--- config.mk ---
export PLATFORM = sky130hd
export DESIGN_NAME = vec_bram_loader_flat
export DESIGN_NICKNAME = d
export VERILOG_FILES = /design/src/rtl/vec_bram_loader_if.sv /design/src/rtl/vec_bram_loader.sv /design/src/flat_wrapper.sv
export SDC_FILE = /design/constraint.sdc
export NUM_CORES = 2
export LEC_CHECK = 0
export CAP_MARGIN = 20
export CELL_PAD_IN_SITES_DETAIL_PLACEMENT = 0
export CELL_PAD_IN_SITES_GLOBAL_PLACEMENT = 1
export CORE_AREA = 2 2 637 639
export DETAILED_ROUTE_END_ITERATION = 12
export DIE_AREA = 0 0 639 641
export PLACE_DENSITY_LB_ADDON = 0.25
export SLEW_MARGIN = 20
export SYNTH_ARGS = -nofsm -noshare
export SYNTH_HDL_FRONTEND = slang
export SYNTH_SLANG_ARGS = --single-unit
--- constraint.sdc ---
create_clock -name clk -period 3.6 [get_ports clk]
set_clock_uncertainty 0.05 [all_clocks]
set_input_delay 0.36 -clock clk [delete_from_list [all_inputs] [get_ports clk]]
set_output_delay 0.36 -clock clk [all_outputs]
set_load 0.02 [all_outputs]
--- src/rtl/vec_bram_loader_if.sv ---
// Stream-in / BRAM-out bundle for the vector BRAM loader.
// master = word source and BRAM observer, slave = the loader itself.
interface vec_bram_loader_if #(
   parameter int DATA_WIDTH = 16,
   parameter int LANES      = 100,
   parameter int ADDR_WIDTH = 7
);
   logic                        in_valid;
   logic [DATA_WIDTH-1:0]       in_data;
   logic                        in_ready;
   logic [ADDR_WIDTH-1:0]       address_a;
   logic                        wren_a;
   logic [LANES*DATA_WIDTH-1:0] data_a;

   modport master (
      output in_valid,
      output in_data,
      input  in_ready,
      input  address_a,
      input  wren_a,
      input  data_a
   );

   modport slave (
      input  in_valid,
      input  in_data,
      output in_ready,
      output address_a,
      output wren_a,
      output data_a
   );
endinterface

--- src/rtl/vec_bram_loader.sv ---
// Packs LANES stream words into one wide vector and writes consecutive BRAM
// addresses from start_addr to end_addr (inclusive, wrapping), then flags Done.
module vec_bram_loader #(
   parameter int DATA_WIDTH = 16,
   parameter int LANES      = 100,
   parameter int ADDR_WIDTH = 7
) (
   input  logic                  clk,
   input  logic                  reset,
   input  logic                  start,
   input  logic [ADDR_WIDTH-1:0] start_addr,
   input  logic [ADDR_WIDTH-1:0] end_addr,
   vec_bram_loader_if.slave      bus,
   output logic                  busy,
   output logic [ADDR_WIDTH:0]   vec_count,
   output logic                  Done
);

   localparam int LANE_W = (LANES > 1) ? $clog2(LANES) : 1;
   localparam int VEC_W  = LANES * DATA_WIDTH;

   localparam logic [LANE_W-1:0]   LANE_LAST = LANE_W'(LANES - 1);
   localparam logic [LANE_W-1:0]   LANE_ONE  = LANE_W'(1);
   localparam logic [ADDR_WIDTH-1:0] ADDR_ONE = ADDR_WIDTH'(1);
   localparam logic [ADDR_WIDTH:0] VEC_ONE   = (ADDR_WIDTH + 1)'(1);

   typedef enum logic [1:0] {
      S_IDLE,
      S_FILL,
      S_WRITE,
      S_DONE
   } state_t;

   state_t                  state_q, state_d;
   logic [LANE_W-1:0]       lane_q, lane_d;
   logic [ADDR_WIDTH-1:0]   addr_q, addr_d;
   logic [ADDR_WIDTH-1:0]   end_q, end_d;
   logic [VEC_W-1:0]        data_q, data_d;
   logic [ADDR_WIDTH:0]     vec_count_q, vec_count_d;
   logic                    done_q, done_d;

   logic                    in_ready_int;
   logic                    wren_int;
   logic                    busy_int;
   logic                    start_ok;
   logic                    accept;
   logic                    last_lane;
   logic                    at_end;

   assign start_ok  = start && ((state_q == S_IDLE) || (state_q == S_DONE));
   assign accept    = bus.in_valid && in_ready_int;
   assign last_lane = (lane_q == LANE_LAST);
   assign at_end    = (addr_q == end_q);

   always_ff @(posedge clk or negedge reset) begin
      if (!reset) begin
         state_q <= S_IDLE;
      end else begin
         state_q <= state_d;
      end
   end

   always_comb begin
      state_d = state_q;
      case (state_q)
         S_IDLE:  if (start_ok) state_d = S_FILL;
         S_FILL:  if (accept && last_lane) state_d = S_WRITE;
         S_WRITE: state_d = at_end ? S_DONE : S_FILL;
         S_DONE:  if (start_ok) state_d = S_FILL;
         default: state_d = S_IDLE;
      endcase
   end

   always_comb begin
      in_ready_int = 1'b0;
      wren_int     = 1'b0;
      busy_int     = 1'b0;
      case (state_q)
         S_FILL: begin
            in_ready_int = 1'b1;
            busy_int     = 1'b1;
         end
         S_WRITE: begin
            wren_int = 1'b1;
            busy_int = 1'b1;
         end
         default: ;
      endcase
   end

   // Done is set one cycle after entering DONE, so it rises two edges after the last word.
   always_comb begin
      lane_d      = lane_q;
      addr_d      = addr_q;
      end_d       = end_q;
      data_d      = data_q;
      vec_count_d = vec_count_q;
      done_d      = done_q;
      if (start_ok) begin
         addr_d      = start_addr;
         end_d       = end_addr;
         lane_d      = '0;
         vec_count_d = '0;
         done_d      = 1'b0;
      end else begin
         case (state_q)
            S_FILL: begin
               if (accept) begin
                  data_d[int'(lane_q)*DATA_WIDTH +: DATA_WIDTH] = bus.in_data;
                  lane_d = last_lane ? '0 : lane_q + LANE_ONE;
               end
            end
            S_WRITE: begin
               vec_count_d = vec_count_q + VEC_ONE;
               if (!at_end) addr_d = addr_q + ADDR_ONE;
            end
            S_DONE:  done_d = 1'b1;
            default: ;
         endcase
      end
   end

   always_ff @(posedge clk or negedge reset) begin
      if (!reset) begin
         lane_q      <= '0;
         addr_q      <= '0;
         end_q       <= '0;
         data_q      <= '0;
         vec_count_q <= '0;
         done_q      <= 1'b0;
      end else begin
         lane_q      <= lane_d;
         addr_q      <= addr_d;
         end_q       <= end_d;
         data_q      <= data_d;
         vec_count_q <= vec_count_d;
         done_q      <= done_d;
      end
   end

   assign bus.in_ready  = in_ready_int;
   assign bus.wren_a    = wren_int;
   assign bus.address_a = addr_q;
   assign bus.data_a    = data_q;
   assign busy          = busy_int;
   assign vec_count     = vec_count_q;
   assign Done          = done_q;

endmodule
--- src/flat_wrapper.sv ---
// flat-port wrapper written by rule: the top's interface ports become plain ports
module vec_bram_loader_flat 
#(
   parameter int DATA_WIDTH = 16,
   parameter int LANES      = 100,
   parameter int ADDR_WIDTH = 7
)
  (clk, reset, start, start_addr, end_addr, busy, vec_count, Done, bus_in_valid, bus_in_data, bus_in_ready, bus_address_a, bus_wren_a, bus_data_a);
  vec_bram_loader_if #(.DATA_WIDTH(DATA_WIDTH), .LANES(LANES), .ADDR_WIDTH(ADDR_WIDTH)) bus_i ();
  input  logic clk;
  input  logic reset;
  input  logic start;
  input  logic [ADDR_WIDTH-1:0] start_addr;
  input  logic [ADDR_WIDTH-1:0] end_addr;
  output logic busy;
  output logic [ADDR_WIDTH:0] vec_count;
  output logic Done;
  input wire logic [$bits(bus_i.in_valid)-1:0] bus_in_valid;
  input wire logic [$bits(bus_i.in_data)-1:0] bus_in_data;
  output wire logic [$bits(bus_i.in_ready)-1:0] bus_in_ready;
  output wire logic [$bits(bus_i.address_a)-1:0] bus_address_a;
  output wire logic [$bits(bus_i.wren_a)-1:0] bus_wren_a;
  output wire logic [$bits(bus_i.data_a)-1:0] bus_data_a;
  assign bus_i.in_valid = bus_in_valid;
  assign bus_i.in_data = bus_in_data;
  assign bus_in_ready = bus_i.in_ready;
  assign bus_address_a = bus_i.address_a;
  assign bus_wren_a = bus_i.wren_a;
  assign bus_data_a = bus_i.data_a;
  vec_bram_loader #(.DATA_WIDTH(DATA_WIDTH), .LANES(LANES), .ADDR_WIDTH(ADDR_WIDTH)) u_core (.clk(clk), .reset(reset), .start(start), .start_addr(start_addr), .end_addr(end_addr), .bus(bus_i), .busy(busy), .vec_count(vec_count), .Done(Done));
endmodule
Yosys cells after proc, flatten, opt, wreduce, memory -nomap -nowiden --
Cells that the tools add are included.
Storage, ports and cells: flip-flop bits (word level) 1632, input port bits 34, output and inout port bits 1619
Operators by class: add/subtract/negate cells 4, equal/unequal tests 8, shift operators 2, muxes and demuxes 19, bitwise operators 1, reductions and logical operators 15
Operators with widths (number):
- $bwmux 1600 | 1
- $shift 16x33->1600 const A | 1
- $shiftx 16x33->1600 | 1
- $mux 7 | 7
- $neg 11->33 | 1
- $mux 8 | 2
- $add 7x1->7 const B | 2
- $add 8x1->8 const B | 1
- $reduce_bool 2->1 | 4
- $eq 7x7->1 | 1
- $eq 7x7->1 const B | 1
- $mux 2 | 3
- $ne 2x1->1 const B | 3
- $pmux 2 s3 | 1
- $reduce_and 2->1 | 3
- $mux 1 | 5
- $eq 2x2->1 const B | 2
- $reduce_or 2->1 | 2
- $logic_and 1x1->1 | 3
- $reduce_and 3->1 | 1
- $eq 2x1->1 const B | 1
- $logic_not 2->1 | 1
- $logic_or 1x1->1 | 1
- $not 1->1 | 1

Logic depth before layout (Yosys ltp) --
depth after elaboration 6, mapped depth 17, mapped depth without buffers 9

Worst setup path after synthesis --
Ideal clock, no wire load.
path kind register to register, start register u_core.lane_q[0], end register u_core.data_q[1158], in the netlist u_core.bus.data_a[1158], arrival 3802 ps, slack -376 ps, cell stages (with the launch flop) 16, path buffers 7, clock period less this slack 3976 ps, cell sequence dfrtp_1 buf_2 clkbuf_1 inv_1 ha_1 buf_2 buf_2 and2_1 ha_1 nor3_1 buf_2 nand2_1 buf_2 nor3_2 buf_4 mux2_2
On the way: cells in the longest elaborated chain, start to end 3
Ends and longest elaborated chain:
- start: declaration | RTL line vec_bram_loader.sv:35 | logic [LANE_W-1:0] lane_q, lane_d;
- start signal: assignment | RTL line vec_bram_loader.sv:132 | lane_q <= lane_d;
- $neg 11->33 * | RTL line vec_bram_loader.sv:109 | data_d[int'(lane_q)*DATA_WIDTH +: DATA_WIDTH] = bus.in_data;
- $shiftx 16x33->1600 / $shift 16x33->1600 (equally long branches) | RTL line vec_bram_loader.sv:109
- $bwmux 1600 * | RTL line vec_bram_loader.sv:109
- end signal: assignment | RTL line vec_bram_loader.sv:135 | data_q <= data_d;
- end: declaration | RTL line vec_bram_loader.sv:38 | logic [VEC_W-1:0] data_q, data_d;
Every way passes the cells marked *; elsewhere a longest branch is shown, timed or not. A chain may end at the register's enable or synchronous reset.

Final worst setup path --
start register u_core.lane_q[0], end register u_core.data_q[1258], in the netlist u_core.bus.data_a[1258]
The elaborated chain is that of the path after synthesis.

==> run metrics <==
status=finished, final reports clean; CP Cell Sequence=inv_1 > ha_1 > buf_4 > nor2b_2 > a21oi_4 > nand3_1 > buf_12 > nor2_1 > mux2_2; CTS tree=yes; pin count of the biggest net entering global routing=between 100 and 150; multiplexer share of the synthesized area=0.224; Synth area leader=dfrtp_1; total number of vias=52,400; number of remaining DRC errors=0; XOR/XNOR Fraction of Synth Area=0.00391; worst path required time=between 4 and 5 ns; fillers=42,200; Final Util=0.251; crit path kind=reg -> reg; Syn Inst Count=a little over 5,000; slowest CP cell=a21oi_4; Synth top area share=0.610; layout cells sized above 1=0.305; Die Height=about 640 um; Startpoint Class=flip-flop; initial antenna violation count=a little over 50; placed instance area=approximately 0.093 mm2; post-layout net count=about 7,100; final instance area=around 0.1 mm2; critical path's top delay family=simple AND/OR/NAND/NOR gates; slew margin rel.=0.291; setup slack after layout=about 0.098 ns; die area=0.410 mm2; Via density=4.18; num rows=about 230; htree depth=4; most used flip-flop cell after synthesis=dfrtp_1; routability cong.=approximately 0.82; TritonCTS Sinks=1,632; Hold WS=approximately 0.055 ns; pre-CTS setup slack=-0.0657 ns; count leader, synth=dfrtp_1; Slew Limit Fails=0; combinational family with the most area after synthesis=multiplexers; CP arrival=about 4.3 ns; RSZ-0062 raised after global routing=no; Iter 0 DRT Violations=~3,500; initial core utilization=0.167; WL/cell=35.0 um; clk slew on worst S/H paths=around 0.060 ns; LEAKAGE=~45 nW; Max Cap Viol=0; adder-cell area share of the yosys netlist=0.00168; Power, Total=between 0.05 and 0.06 W; Mean Syn Cell Area=13.0 um2; Crit Path Max Fanout=14; cell area after synthesis=about 0.067 mm2; post-DP HPWL=about 340,000 um; period utilization=0.973; DRT Wirelength=~440,000 um; Max Freq=~290 MHz; CTS buffer count=slightly above 200; Hold Vio Cnt, Final=0; Async SR Flop Fraction=1.00; FF+latch count, synth=about 1,600; Synth Area in Simple Gates=0.0788; min cycle time layout=between 3 and 4 ns; Max rail drop VDD=0.442 mV; Seq/Total Area, Yosys=0.610; count of warnings emitted by yosys=0; most frequent cells after synthesis=dfrtp_1, mux2_2, nor2_1; # setup viols final=0; Buf+Inv Stages, Crit Path=3; Layout area overhead=50.5%; Worst path max stage delay=0.59 ns; GRT Residual Overflow=0; I/O Buffers=about 1,700; total core area=~0.40 mm2; antenna viol nets, final=0; Synthesized Nets=about 5,200; Tightest Pin Transition=1.06 ns; Clk Tree Root Cell=clkbuf_16; # IOs=about 1,700; compound-gate portion of the synthesized area=0.0538; worst hold path type=in -> async; Worst Setup End Kind=flip-flop; Clk Latency, worst-skew pair=approximately 0.93 ns; first-pass GRT wire length=566,000 um; drt pass-1 iters=8; die width=roughly 640 um; top post-synthesis cells by area=dfrtp_1, mux2_2, nor2_1; PwrDens=540 mW/mm2; buffer depth of the longest clock path=4; number of synthesized flops with an enable pin=0; synth unique cells=just under 70; vias in the first global route=approximately 55,000; Total GRT Usage=0.208
state kept, by name (all words and copies together), names as in the netlist:
register	flops
u_core.vec_count	8
u_core.bus.address_a	7
u_core.end_q	7
u_core.Done	1
u_core.bus.data_a	1600
u_core.state_q	2
u_core.lane_q	7
final timing paths:
path | from | slack (ns) | depth (start not counted) | to
worst min register to register | u_core.bus.data_a[546] | 0.43 | 1 | u_core.bus.data_a[546]
worst max-delay path | u_core.lane_q[0] | 0.1 | 9 | u_core.bus.data_a[1258]
worst min-delay path | reset | 0.06 | 2 | u_core.bus.data_a[999]
min in group clk | bus_in_data[7] | 0.07 | 3 | u_core.bus.data_a[1575]
max in group asynchronous | reset | 2.03 | 4 | u_core.bus.data_a[657]
worst max register to register | u_core.lane_q[0] | 0.1 | 9 | u_core.bus.data_a[1258]
stage by stage:
| stage | setup TNS (ns) | std cells |
|---|---|---|
| floorplan | -2.01 | 5139 |
| global placement | -23.18 | 12100 |
| detailed placement | -0.949 | 12100 |
| CTS | 0 | 12500 |
| global route | 0 | 12500 |
| finish | 0 | 12500 |
layout by cell type (no fill, tap or decap), types with 8 or more instances in the layout:
cell and n:
clkdlybuf4s50_1 1636, o211ai_1 8, mux2i_1 39, nand3_1 84, a21o_1 12, nor2_2 13
clkinv_2 29, mux2_1 22, clkbuf_1 43, and2_1 37, nand2_1 205, buf_12 91
or2_2 26, inv_1 48, and3_1 37, diode_2 17, clkbuf_8 50, o41ai_1 58
ha_1 9, nand4_1 12, nor3_1 112, buf_4 362, xnor2_1 11, o31ai_1 152
nor2_1 482, clkbuf_16 207, o21ai_0 280, nor4_1 9, dfrtp_1 1630, xor2_1 12
dlygate4sd3_1 15, nor2_4 11, nor3_4 21, bufinv_16 20, mux2_2 1272, or3_1 25
routing by layer:
metal	track usage	vias to the layer above	wire, um
met5	0	-	123
met4	0.0628	18	14600
met3	0.0539	434	29300
met2	0.377	1879	227000
met1	0.237	28000	168000
li1	-	22000	-
power breakdown:
part | total [W] | internal [W] | switching (W) | leakage, nW
clock network | 0.0221 | 0.0131 | 0.00903 | 3.49
logic | 0.0136 | 0.00304 | 0.0106 | 18.9
registers | 0.0187 | 0.0186 | 0.000186 | 22.6
total | 0.0545 | 0.0347 | 0.0198 | 45.0
cell families after synthesis:
kind of cell | count (synthesis)
flops | 1632
mux | 1334
simple gates | 1136
compound gates | 560
buf+inv | 439
xor+xnor | 29
fa+ha+maj | 9
timing repair:
action	CTS	global route
hold buffers	15	0
setup buffers	0	2
endpoints found under the setup margin	34	8
hold endpoints to repair	196	0
resized for setup	4	1
pin swaps	1	1
final cells by class:
cell class,instances,area [um2],share of cell area
sequential,1632,40800,0.405
multi-input combinational,3068,24900,0.247
timing repair buffer,2108,21100,0.210
tap,5287,6620,0.0656
clock buffer,300,6030,0.0598
clock inverter,74,1090,0.0108
inverter,49,184,0.00183
antenna,17,42.5,0.000422
Power figures use the tool's default switching activity.
